File: config.mk
export PLATFORM = sky130hd
export DESIGN_NAME = bin2bcd_seq_flat
export DESIGN_NICKNAME = d
export VERILOG_FILES = /design/src/rtl/bcd_pkg.sv /design/src/rtl/bin2bcd_seq_if.sv /design/src/rtl/bcd_add3.sv /design/src/rtl/bin2bcd_seq.sv /design/src/flat_wrapper.sv
export SDC_FILE = /design/constraint.sdc
export NUM_CORES = 1
export LEC_CHECK = 0
export ABC_AREA = 1
export CAP_MARGIN = 20
export CORE_UTILIZATION = 54
export CTS_CLUSTER_DIAMETER = 50
export DETAILED_ROUTE_END_ITERATION = 10
export GPL_TIMING_DRIVEN = 0
export PLACE_DENSITY = 0.88
export REMOVE_ABC_BUFFERS = 1
export SLEW_MARGIN = 10
export SYNTH_ARGS = -nofsm -noshare
export SYNTH_HDL_FRONTEND = slang
export SYNTH_SLANG_ARGS = --single-unit
File: constraint.sdc
create_clock -name clk -period 1.35 [get_ports clk]
set_input_delay 0.27 -clock clk [delete_from_list [all_inputs] [get_ports clk]]
set_output_delay 0.27 -clock clk [all_outputs]
set_load 0.03 [all_outputs]
File: src/rtl/bcd_pkg.sv
// Shared definitions for the sequential binary-to-BCD converter: digit width,
// FSM state encoding, add-3 correction constants and a 10^N-1 helper.
package bcd_pkg;

  localparam int DIGIT_W = 4;

  typedef enum logic {
    IDLE  = 1'b0,
    SHIFT = 1'b1
  } state_t;

  localparam logic [DIGIT_W-1:0] CORR_THRESH = 4'd5;
  localparam logic [DIGIT_W-1:0] CORR_ADD    = 4'd3;

  // Largest value representable with the given number of BCD digits.
  function automatic int unsigned bcd_max(input int unsigned digits);
    int unsigned p;
    p = 1;
    for (int unsigned i = 0; i < digits; i++) begin
      p = p * 10;
    end
    return p - 1;
  endfunction

endpackage

File: src/rtl/bin2bcd_seq_if.sv
// Start/busy/done handshake and result bus between a controller (master)
// and the bin2bcd_seq converter (slave).
interface bin2bcd_seq_if #(
  parameter int BIN_W  = 8,
  parameter int DIGITS = 3
);

  logic                                start;
  logic [BIN_W-1:0]                    bin;
  logic                                busy;
  logic                                done;
  logic [bcd_pkg::DIGIT_W*DIGITS-1:0]  bcd;
  logic                                ovf;

  modport master (output start, bin, input busy, done, bcd, ovf);
  modport slave  (input start, bin, output busy, done, bcd, ovf);

endinterface

File: src/rtl/bcd_add3.sv
// Single-digit double-dabble correction: digits of 5 or more get +3 so the
// following left shift carries correctly into the next decimal digit.
module bcd_add3
  import bcd_pkg::*;
(
  input  logic [DIGIT_W-1:0] i_digit,
  output logic [DIGIT_W-1:0] o_digit
);

  assign o_digit = (i_digit >= CORR_THRESH) ? (i_digit + CORR_ADD) : i_digit;

endmodule

File: src/rtl/bin2bcd_seq.sv
// Sequential shift-and-add-3 binary-to-BCD converter, one operand bit per clock.
// Define BIN2BCD_OVF_EN to build the sticky overflow flag; otherwise ovf is tied 0.
module bin2bcd_seq
  import bcd_pkg::*;
#(
  parameter int BIN_W  = 8,
  parameter int DIGITS = 3
) (
  input  logic          clk,
  input  logic          rst_n,
  bin2bcd_seq_if.slave  bus
);

  localparam int WORK_W = DIGIT_W * DIGITS;
  localparam int CAT_W  = WORK_W + BIN_W;
  localparam int CNT_W  = $clog2(BIN_W + 1);
  localparam logic [CNT_W-1:0] CNT_LOAD = CNT_W'(BIN_W);
  localparam logic [CNT_W-1:0] CNT_LAST = CNT_W'(1);

  state_t             r_state, w_stateNxt;
  logic [BIN_W-1:0]   r_bin, w_binNxt;
  logic [WORK_W-1:0]  r_work, w_workNxt;
  logic [WORK_W-1:0]  r_bcd, w_bcdNxt;
  logic [CNT_W-1:0]   r_cnt, w_cntNxt;
  logic               r_done, w_doneNxt;
  logic [WORK_W-1:0]  w_corr;
  logic [CAT_W-1:0]   w_shifted;

  genvar gi;
  generate
    for (gi = 0; gi < DIGITS; gi++) begin : g_digit
      bcd_add3 u_add3 (
        .i_digit (r_work[gi*DIGIT_W +: DIGIT_W]),
        .o_digit (w_corr[gi*DIGIT_W +: DIGIT_W])
      );
    end
  endgenerate

  // The bit leaving the top digit falls off the end of this shift.
  assign w_shifted = {w_corr, r_bin} << 1;

  always_ff @(posedge clk or negedge rst_n) begin
    if (!rst_n) begin
      r_state <= IDLE;
      r_bin   <= '0;
      r_work  <= '0;
      r_bcd   <= '0;
      r_cnt   <= '0;
      r_done  <= 1'b0;
    end else begin
      r_state <= w_stateNxt;
      r_bin   <= w_binNxt;
      r_work  <= w_workNxt;
      r_bcd   <= w_bcdNxt;
      r_cnt   <= w_cntNxt;
      r_done  <= w_doneNxt;
    end
  end

  always_comb begin
    w_stateNxt = r_state;
    w_binNxt   = r_bin;
    w_workNxt  = r_work;
    w_bcdNxt   = r_bcd;
    w_cntNxt   = r_cnt;
    w_doneNxt  = 1'b0;
    case (r_state)
      IDLE: begin
        if (bus.start) begin
          w_binNxt   = bus.bin;
          w_workNxt  = '0;
          w_cntNxt   = CNT_LOAD;
          w_stateNxt = SHIFT;
        end
      end
      SHIFT: begin
        {w_workNxt, w_binNxt} = w_shifted;
        w_cntNxt = r_cnt - CNT_LAST;
        if (r_cnt == CNT_LAST) begin
          w_bcdNxt   = w_shifted[CAT_W-1:BIN_W];
          w_doneNxt  = 1'b1;
          w_stateNxt = IDLE;
        end
      end
      default: w_stateNxt = IDLE;
    endcase
  end

`ifdef BIN2BCD_OVF_EN
  logic r_sticky, w_stickyNxt;
  logic r_ovf, w_ovfNxt;
  logic w_carry;

  assign w_carry = w_corr[WORK_W-1];

  always_ff @(posedge clk or negedge rst_n) begin
    if (!rst_n) begin
      r_sticky <= 1'b0;
      r_ovf    <= 1'b0;
    end else begin
      r_sticky <= w_stickyNxt;
      r_ovf    <= w_ovfNxt;
    end
  end

  // Sticky flag collects every bit pushed out of the top digit during a run.
  always_comb begin
    w_stickyNxt = r_sticky;
    w_ovfNxt    = r_ovf;
    if (r_state == IDLE) begin
      if (bus.start) begin
        w_stickyNxt = 1'b0;
      end
    end else begin
      w_stickyNxt = r_sticky | w_carry;
      if (r_cnt == CNT_LAST) begin
        w_ovfNxt = r_sticky | w_carry;
      end
    end
  end

  assign bus.ovf = r_ovf;
`else
  assign bus.ovf = 1'b0;
`endif

  assign bus.busy = (r_state == SHIFT);
  assign bus.done = r_done;
  assign bus.bcd  = r_bcd;

endmodule

File: src/flat_wrapper.sv
// flat-port wrapper written by rule: the top's interface ports become plain ports
module bin2bcd_seq_flat import bcd_pkg::*;
#(
  parameter int BIN_W  = 8,
  parameter int DIGITS = 3
)
  (clk, rst_n, bus_start, bus_bin, bus_busy, bus_done, bus_bcd, bus_ovf);
  bin2bcd_seq_if #(.BIN_W(BIN_W), .DIGITS(DIGITS)) bus_i ();
  input  logic clk;
  input  logic rst_n;
  input wire logic [$bits(bus_i.start)-1:0] bus_start;
  input wire logic [$bits(bus_i.bin)-1:0] bus_bin;
  output wire logic [$bits(bus_i.busy)-1:0] bus_busy;
  output wire logic [$bits(bus_i.done)-1:0] bus_done;
  output wire logic [$bits(bus_i.bcd)-1:0] bus_bcd;
  output wire logic [$bits(bus_i.ovf)-1:0] bus_ovf;
  assign bus_i.start = bus_start;
  assign bus_i.bin = bus_bin;
  assign bus_busy = bus_i.busy;
  assign bus_done = bus_i.done;
  assign bus_bcd = bus_i.bcd;
  assign bus_ovf = bus_i.ovf;
  bin2bcd_seq #(.BIN_W(BIN_W), .DIGITS(DIGITS)) u_core (.clk(clk), .rst_n(rst_n), .bus(bus_i));
endmodule
==> metrics.md <==
| Metric | Value |
|---|---|
| Status | `finished clean` |
| Drt total wl | `3940 um` |
| DRC Markers | `0` |
| Post-Place Cells | `274` |
| Clk root buf | `clkbuf_4` |
| Min-Delay Path Class | `in2async` |
| Area leader, netlist | `dfrtp_1` |
| Post-Synthesis Cell Area | `1900 sq um` |
| Yosys top cell area share | `50.0%` |
| Die Footprint | `3770 sq um` |
| R2r worst-path depth | `7` |
| Vias/cell | `5.43` |
| Synthesized area per cell | `9.02 sq um` |
| Pre-CTS setup slack | `-473 ps` |
| #FFs+latches synth | `38` |
| Final instance area | `2410 sq um` |
| Seq/Total Area, Yosys | `50.0%` |
| Fin. max-slew vios | `0` |
| Largest net degree at the start of global routing | `29` |
| Power share of the sequential group | `33.4%` |
| Critical Path Fanout Max | `5` |
| Largest vdd supply drop | `1150 uV` |
| Top Ports | `26` |
| Yosys warnings | `0` |
| Max frequency | `763 MHz` |
| DP Wirelength | `2380 um` |
| Share of cells above drive strength 1 | `29.4%` |
| CTS buffer count | `5` |
| Sw Ratio | `46.4%` |
| Top post-synthesis cells by area | `dfrtp_1 (50%), nand2_1 (12%), nand3_1 (7.4%), ha_1 (5.3%), inv_1 (3.4%)` |
| Reg clk slew, reported paths | `110 ps` |
| Initial Utilization | `56.6%` |
| Top FF cell, synth | `dfrtp_1` |
| Final hold violations | `0` |
| Pwr/cell area | `2550 nW/um^2` |
| R2r endpoint | `u_core.r_work[8]` |
| Vias in the first global route | `1424` |
| Most frequent cells in the layout | `nand2_1 (53), dfrtp_1 (36), nand3_1 (24)` |
| GRT Total Usage | `23.5%` |
| Part of the power in the clock network | `10.0%` |
| Routability cong. | `0.813` |
| Num rows | `21` |
| Unique masters post-synth | `28` |
| Final Setup Violations | `0` |
| R2R Path Start | `u_core.r_work[4]` |
| Post-route clock skew | `11.4 ps` |
| Final ANT Viol Nets | `0` |
| Crit. End Element | `flop` |
| CP Launch Type | `flop` |
| Ant. Diodes | `0` |
| Comb power frac | `56.6%` |
| Post-synthesis async set-or-reset flop share | `100%` |
| Design internal power | `3.28 mW` |
| Leakage | `1.15 nW` |
| Most common cell after layout, fill and taps aside | `nand2_1` |
| Syn-to-layout area delta | `26.4%` |
| Iteration-0 DRC Markers | `100` |
| H-tree depth | `2` |
| WL per Instance | `13.4 um` |
| Max cap viols | `0` |
| Placement Cell Area | `2150 sq um` |
| Flop-to-flop setup slack | `40 ps` |
| Vias | `1596` |
| Count of clock tree sinks | `38` |
| Switching power | `2.84 mW` |
| Clk_lat worst skew | `350 ps` |
| Final worst slack | `39.1 ps` |
| Bufs on Longest Clock Path | `2` |
| Fillers | `284` |
| Overflow after GRT | `0` |
| Initial antenna violation count | `0` |
| Crit path DAT | `1570 ps` |
| Die Y | `61.4 um` |
| TritonCTS clock tree | `yes` |
| Worst hold margin | `308 ps` |
| Tcrit/Tclk final | `97.1%` |
| Core Region | `3360 sq um` |
| Number of synthesized flops with an enable pin | `0` |
| Critical path class | `reg2reg` |
| DRT Pass-1 Iters | `4` |
| Final Net Count | `266` |
| Final cell count without fillers | `294` |
| Tmin final | `1310 ps` |
| Setup tns final | `0 ps` |
| Mapped Cells | `211` |
| WP data required | `1600 ps` |
| Die width | `61.4 um` |
| First-pass GRT wire length | `6240 um` |
| Count of input and output buffers | `24` |
[cells by family (layout without fill, tap and decap cells)]
group | count (synthesis) | after routing | share of synthesized area [%]
adder cells (fa/ha/maj) | 8 | 8 | 5.26
other | 1 | 1 | 0.197
flip-flops | 38 | 38 | 50.0
XOR/XNOR | 1 | 1 | 0.460
buffers and inverters | 31 | 68 | 7.95
AO/OA/AOI/OAI | 26 | 26 | 11.1
AND/OR/NAND/NOR | 106 | 106 | 25.0
[Yosys cell counts (2+ instances only)]
cell      number
buf_6          3
nand3_1       28
dfrtp_1       38
o221ai_2       2
o22ai_2        5
buf_4          2
buf_2          3
nand4_1        6
o21ai_1        6
o22ai_1        2
inv_2          5
nand2_1       61
inv_1         17
ha_1           8
o21ai_2        2
o21ai_0        6
nor2_1         6
[worst max path at each step]
stage,start,endpoint,slack [ps],cells past startpoint
CTS,u_core.bus.busy,bus_busy,-5,1
floorplan,u_core.bus.busy,u_core.r_bin[7],-150,3
global placement,rst_n,u_core.r_work[2],-830,1
detailed placement,bus_start,u_core.r_bin[5],-470,5
global route,u_core.r_work[4],u_core.r_work[8],-10,8
finish,u_core.r_work[4],u_core.r_work[8],40,7
[stage by stage]
stage / total power [mW] / util, %
after global placement: 4.85 / 63.5
final: 6.13 / 71.5
after global routing: 6.65 / 71.5
after detailed placement: 5.00 / 64.0
after floorplan: 4.13 / -
after CTS: 5.78 / 69.0
[timing repair]
| item | CTS | global route |
|---|---|---|
| pin swaps | 2 | 5 |
| hold buffers | 1 | 0 |
| hold endpoints to repair | 10 | 0 |
| buffers inserted | 6 | 5 |
| gates resized for setup | 45 | 33 |
| setup endpoints to repair | 46 | 24 |
[sequential cells by signal, indices dropped and copies added (netlist names)]
register and flops:
u_core.bus.bcd 12, u_core.r_work 12, u_core.r_bin 8, u_core.r_cnt 4, u_core.bus.busy 1, u_core.bus.done 1
[critical path, cell delays in order, from the launching register on]
cell and delay [ps]:
dfrtp_2 460, buf_6 130, ha_2 180, nand2_4 90
nand3_4 90, buf_4 150, nand3_1 80, nand2_1 50
[routing by layer]
layer	routed length [um]	share of wire, %	track usage [%]
met1	1630	41	27.8
met2	1970	50	37.1
met3	234	5.9	8.19
met4	113	2.9	13.7
met5	0	0	0
[power groups by stage]
| stage | logic (mW) | clock network [mW] | registers (mW) |
|---|---|---|---|
| floorplan | 1.76 | 0 | 2.37 |
| global placement | 2.78 | 0 | 2.07 |
| detailed placement | 2.91 | 0 | 2.09 |
| CTS | 3.14 | 0.632 | 2.01 |
| global route | 3.85 | 0.700 | 2.11 |
| finish | 3.47 | 0.615 | 2.04 |
[final cells by class]
| class | count | area [sq um] | share of cell area, % |
|---|---|---|---|
| clock buffer | 7 | 55.1 | 2.29 |
| clock inverter | 1 | 5.00 | 0.208 |
| inverter | 23 | 93.8 | 3.90 |
| multi-input combinational | 142 | 878 | 36.5 |
| sequential | 38 | 953 | 39.6 |
| tap | 46 | 57.6 | 2.39 |
| timing repair buffer | 37 | 363 | 15.1 |
(Power assumes the default switching activity.)
==> RTL change 1: new RTL, same settings <==
`DIGITS` is set to 3 in 3 places; all go to 5.
--- a/src/rtl/bin2bcd_seq_if.sv
+++ b/src/rtl/bin2bcd_seq_if.sv
@@ -2,7 +2,7 @@
 // and the bin2bcd_seq converter (slave).
 interface bin2bcd_seq_if #(
   parameter int BIN_W  = 8,
-  parameter int DIGITS = 3
+  parameter int DIGITS = 5
 );
 
   logic                                start;
--- a/src/rtl/bin2bcd_seq.sv
+++ b/src/rtl/bin2bcd_seq.sv
@@ -4,7 +4,7 @@
   import bcd_pkg::*;
 #(
   parameter int BIN_W  = 8,
-  parameter int DIGITS = 3
+  parameter int DIGITS = 5
 ) (
   input  logic          clk,
   input  logic          rst_n,
--- a/src/flat_wrapper.sv
+++ b/src/flat_wrapper.sv
@@ -2,7 +2,7 @@
 module bin2bcd_seq_flat import bcd_pkg::*;
 #(
   parameter int BIN_W  = 8,
-  parameter int DIGITS = 3
+  parameter int DIGITS = 5
 )
   (clk, rst_n, bus_start, bus_bin, bus_busy, bus_done, bus_bcd, bus_ovf);
   bin2bcd_seq_if #(.BIN_W(BIN_W), .DIGITS(DIGITS)) bus_i ();
Ports: changed (resized bus_bcd); port bits go from 26 to 34. The function was not compared with the original's and may differ.
==> RTL change 1 against the unedited design <==
The flow now finishes with violations (setup timing). Worst setup slack got worse by 0.091 ns. Sequential cell count rose by 16. Synthesized cell count up 50%. Sequential share of layout area increased by 2.1 points. Area after synthesis rose by 38%. Sequential power up 45%. Power up 39%. Cell area rose by 35%. Routed wire length increased by 50%.
==> RTL change 1: results (changes against the unedited design) <==
synth_mux_area_share_pct: 0  # unchanged
first_iter_violations: 122  # was 100
synthTopCellsByArea: "dfrtp_1 (51%), nand2_1 (17%), nand3_1 (7.4%), ha_1 (5.7%), inv_1 (3.8%)"  # was dfrtp_1 (50%), nand2_1 (12%), nand3_1 (7.4%), ha_1 (5.3%), inv_1 (3.4%)
irDropWorstVdd_uv: 1721  # was 1149 µV
worst_slack_ns: -0.05218  # was 0.03908 ns
clock-root-buffer: "clkbuf_8"  # was clkbuf_4
synth_fa_ha_area_share_pct: 5.703  # was 5.260%
worst_ep_arrival_time_ns: 1.58
cpLargestDelayFamily: "flip-flops"  # unchanged
clk_latency_ns: 0.32  # was 0.35 ns
ys_seq_area_share_pct: 51.33  # was 49.97%
grt_start_max_net_pins: 33  # was 29
hold_path.class: "in2async"  # unchanged
synth_xor_area_share_pct: 0.3327  # was 0.4602%
antenna_found_initial: 0  # unchanged
yosysWarnings: 0  # unchanged
outcome: "complete, but fails checks"  # was finished clean
finalSetupViolations: 4  # was 0
violations: "setup timing"
p_leak_nw: 1.645  # was 1.151 nW
drive_gt1_share_pct: 14.99  # was 29.44%
synth.cells.most_frequent: "nand2_1 (121), dfrtp_1 (54), nand3_1 (39)"  # was nand2_1 (61), dfrtp_1 (38), nand3_1 (28)
fin_worst_skew_ns: 0.008630  # was 0.01145 ns
synth_async_sr_flop_share_pct: 100.0  # unchanged
track_usage_pct: 23.00  # was 23.48%
cts.path.max_buffers: 2  # unchanged
htreeDepth: 2  # unchanged
grt_pass1_vias: 1995  # was 1424
synth-compound-area-share_pct: 6.321  # was 11.11%
placed_cell_area_mm2: 0.002977  # was 0.002152 mm²
fillers: 377  # was 284
crit_path_start: "u_core.bus.busy"  # was u_core.r_work[4]
hold_violations: 0  # unchanged
post_drt_wl_per_cell_um: 14.08  # was 13.41 µm
cpPeakStageDelay_ns: 0.47
clk_pin_slew_ns: 0.09  # was 0.11 ns
dp_hpwl_mm: 3.519  # was 2.384 mm
vias: 2293  # was 1596
worst_path_max_delay_cell: "dfrtp_4"  # was dfrtp_2
yosys.cell_types.count: 24  # was 28
cts_made_buffers: 5  # unchanged
crit_fanout: 6  # was 5
nets: 389  # was 266
gp_congestion: 0.8452  # was 0.8129
first_pass_iters: 4  # unchanged
io_buffers: 32  # was 24
pre_cts_ws_ns: -0.7770  # was -0.4728 ns
slew_headroom_pct: 63.49
grt_pass1_wl_mm: 9.059  # was 6.244 mm
antennaDiodeCount: 0  # unchanged
==> RTL change 1: cell types whose count changed after synthesis, moves of 3 or more <==
cell / delta
inv_1: +10
o21ai_0: +12
o22ai_1: +5
dfrtp_1: +16
nand2_1: +60
ha_1: +4
nand3_1: +11
inv_2: -4
o22ai_2: -5
nand4_1: +3
o21ai_1: -5
==> RTL change 1: layout make-up <==
class                           count  area, µm²  area share [%]
Tap cell                           54      67.56           2.079
Clock inverter                      1      5.005          0.1540
Multi-Input combinational cell    226       1181           36.34
Sequential cell                    54       1355           41.69
Inverter                           30      120.1           3.695
Clock buffer                        7      86.33           2.656
Timing Repair Buffer               49      435.4           13.39
==> RTL change 1: stage by stage <==
step / total power, mW / hold slack, ns / setup TNS, ns / util, % / std cells
after detailed placement: 7.167 / 0.2789 / -28.71 / 63.44 / 395
after global routing: 9.198 / 0.4926 / -0.4330 / 69.28 / 421
after floorplan: 5.834 / -0.02559 / -12.04 / - / 308
final: 8.540 / 0.4757 / -0.09520 / 69.28 / 421
after global placement: 6.938 / 0.4617 / -110.83 / 63.12 / 394
after CTS: 8.052 / 0.4799 / -0.8710 / 66.37 / 409
==> RTL change 1: kinds of logic (layout without fill, tap and decap cells) <==
group,Yosys count,after routing
compound gates,30,30
xor+xnor,1,1
fa+ha+maj,12,12
buf+inv,39,87
flops,54,54
other cells,1,1
simple gates,180,182
==> RTL change 1: power by group <==
group | switching, mW | leakage (nW) | internal (mW)
sequential | 0.563 | 0.676 | 2.39
combinational | 2.96 | 0.921 | 1.70
clock | 0.512 | 0.0482 | 0.415
total | 4.04 | 1.65 | 4.50
==> RTL change 1: path summary, 6_finish.rpt <==
check / depth (start not counted) / end
worst min-delay path: 2 / u_core.bus.bcd[14]
worst min register to register: 2 / u_core.bus.bcd[17]
max in group asynchronous: 3 / u_core.r_bin[3]
worst max register to register: 6 / u_core.r_cnt[3]
min in group clk: 2 / u_core.bus.bcd[17]
worst max-delay path: 6 / u_core.r_cnt[3]
==> RTL change 1: metal layers <==
layer	vias to the layer above	share of wire, %	global-route usage, %
li1	1132	-	-
met1	1081	42	28.25
met2	71	49	39.52
met3	9	6.5	5.345
met4	0	2.1	8.715
met5	-	0	0
==> RTL change 1: repair_timing <==
item,CTS,global route
gates resized for setup,34,43
gates cloned,1,1
pin swaps,2,2
buffers inserted,4,11
setup endpoints to repair,76,57
hold buffers,1,0
hold endpoints to repair,22,0
==> RTL change 1: worst register-to-register path, delay by kind of cell (launching register included) <==
| kind | cells | cell delay, ns |
|---|---|---|
| AND/OR/NAND/NOR | 1 | 0.12 |
| flip-flops | 1 | 0.47 |
| AO/OA/AOI/OAI | 2 | 0.24 |
| buffers and inverters | 3 | 0.44 |
==> RTL change 2: new RTL, same settings <==
Made on the original files. The option `BIN2BCD_OVF_EN` is turned on by a define.
--- a/src/rtl/bin2bcd_seq.sv
+++ b/src/rtl/bin2bcd_seq.sv
@@ -1,5 +1,7 @@
 // Sequential shift-and-add-3 binary-to-BCD converter, one operand bit per clock.
 // Define BIN2BCD_OVF_EN to build the sticky overflow flag; otherwise ovf is tied 0.
+`define BIN2BCD_OVF_EN
+
 module bin2bcd_seq
   import bcd_pkg::*;
 #(
Formal check against the unedited RTL: same outputs for any inputs over 10 cycles, from zero or initial values and one cycle with rst_n low; that may be too few to reach the edited logic, so the function may still have changed.
==> RTL change 2 against the unedited design <==
Largest power group unchanged. Cell area grew 7.6%. Combinational power increased by 14%. Cell count rose by 6.5%. Critical path type unchanged. Power increased by 15%. Worst setup slack worse by 0.092 ns. Area after synthesis decreased by 2.0%. Highest routed layer unchanged. First-iteration DRC count rose by 55%. The run now ends with setup timing left. Sequential share of layout area down 0.83 points. Routed wire length grew 37%. Die area is 2.0% lower. Largest cell class unchanged. Sequential cell count up 2.
==> RTL change 2: results (changes against the unedited design) <==
outcome: "complete, but fails checks"  # was finished clean
violations: "setup timing"
first_iter_violations: 155  # was 100
irDropWorstVdd_uv: 1792  # was 1149 µV
io_buffers: 25  # was 24
synthTopCellsByArea: "dfrtp_1 (54%), nand2_1 (16%), nand3_1 (6.2%), ha_1 (5.4%), inv_1 (4.6%)"  # was dfrtp_1 (50%), nand2_1 (12%), nand3_1 (7.4%), ha_1 (5.3%), inv_1 (3.4%)
rr_startpoint: "u_core.r_work[8]"  # was u_core.r_work[4]
worst_path_max_delay_cell: "dfrtp_1"  # was dfrtp_2
track_usage_pct: 29.32  # was 23.48%
crit_path_start: "u_core.r_work[8]"  # was u_core.r_work[4]
synth.cells.most_frequent: "nand2_1 (78), dfrtp_1 (40), inv_1 (23), nand3_1 (23), o21ai_0 (15)"  # was nand2_1 (61), dfrtp_1 (38), nand3_1 (28)
worst_slack_ns: -0.05275  # was 0.03908 ns
cpLargestDelayFamily: "simple AND/OR/NAND/NOR gates"  # was flip-flops
wl_met2_mm: 2.796  # was 1.968 mm
cpPeakStageDelay_ns: 0.43  # was 0.46 ns
drive_gt1_share_pct: 34.20  # was 29.44%
placed_cell_area_mm2: 0.002165  # was 0.002152 mm²
grt_pass1_wl_mm: 7.638  # was 6.244 mm
wl_met1_mm: 2.030  # was 1.627 mm
pre_cts_ws_ns: -0.8685  # was -0.4728 ns
clk_pin_slew_ns: 0.13  # was 0.11 ns
fin_worst_skew_ns: 0.01018  # was 0.01145 ns
p_leak_nw: 1.298  # was 1.151 nW
nets: 287  # was 266
r2r_cells: 8  # was 7
yosys.cell_types.count: 19  # was 28
fin_setup_tns_ns: -0.1589  # was 0 ns
finalSetupViolations: 7  # was 0
wl_met3_um: 390  # was 234 µm
r2r_end: "u_core.bus.bcd[9]"  # was u_core.r_work[8]
post_drt_wl_per_cell_um: 17.27  # was 13.41 µm
grt_start_max_net_pins: 22  # was 29
clk_latency_ns: 0.37  # was 0.35 ns
crit_fanout: 3  # was 5
gp_congestion: 0.9115  # was 0.8129
## RTL change 2: layout make-up
class | instances | area, µm²
clock buffers | 7 | 65.06
clock inverters | 1 | 30.03
fillers | 194 | 563.0
inverters | 24 | 98.84
multi-input cells | 148 | 917.1
flip-flops and latches | 40 | 1005
well taps | 44 | 55.05
repair buffers | 49 | 419.2
## RTL change 2: routing by layer
layer / vias up / track usage (%)
li1: 820 / -
met1: 847 / 37.09
met2: 103 / 48.04
met3: 26 / 7.676
met4: 0 / 12.34
met5: - / 0
## RTL change 2: cells by family (layout without fill, tap and decap cells)
group                    Yosys count  in the layout  share of synthesized area [%]
adder cells (fa/ha/maj)            8              8                          5.369
flip-flops                        40             40                          53.69
buffers and inverters             29             81                          6.309
AND/OR/NAND/NOR                  107            107                          23.83
AO/OA/AOI/OAI                     33             33                          10.81
## RTL change 2: what timing repair did
item,4_1_cts,5_1_grt
setup endpoints to repair,55,43
endpoints found under the hold margin,20,0
pin swaps,4,18
hold buffers,1,0
setup buffers,15,7
gates resized for setup,57,69
## RTL change 2: worst min path at each step
| stage | from | to | slack [ns] | cells past startpoint |
|---|---|---|---|---|
| after CTS | rst_n | u_core.bus.bcd[6] | 0.41 | 2 |
| final | rst_n | u_core.bus.bcd[11] | 0.40 | 2 |
| after detailed placement | rst_n | u_core.bus.bcd[6] | 0.26 | 1 |
| after global placement | u_core.bus.bcd[6] | u_core.bus.bcd[6] | 0.46 | 2 |
| after floorplan | rst_n | u_core.bus.bcd[0] | -0.03 | 0 |
| after global routing | bus_bin[1] | u_core.r_bin[1] | 0.42 | 3 |
## RTL change 2: power breakdown
part	leakage, nW	internal [mW]	switching (mW)
Sequential	0.499	1.74	0.434
Clock	0.0515	0.491	0.423
Combinational	0.747	1.51	2.46
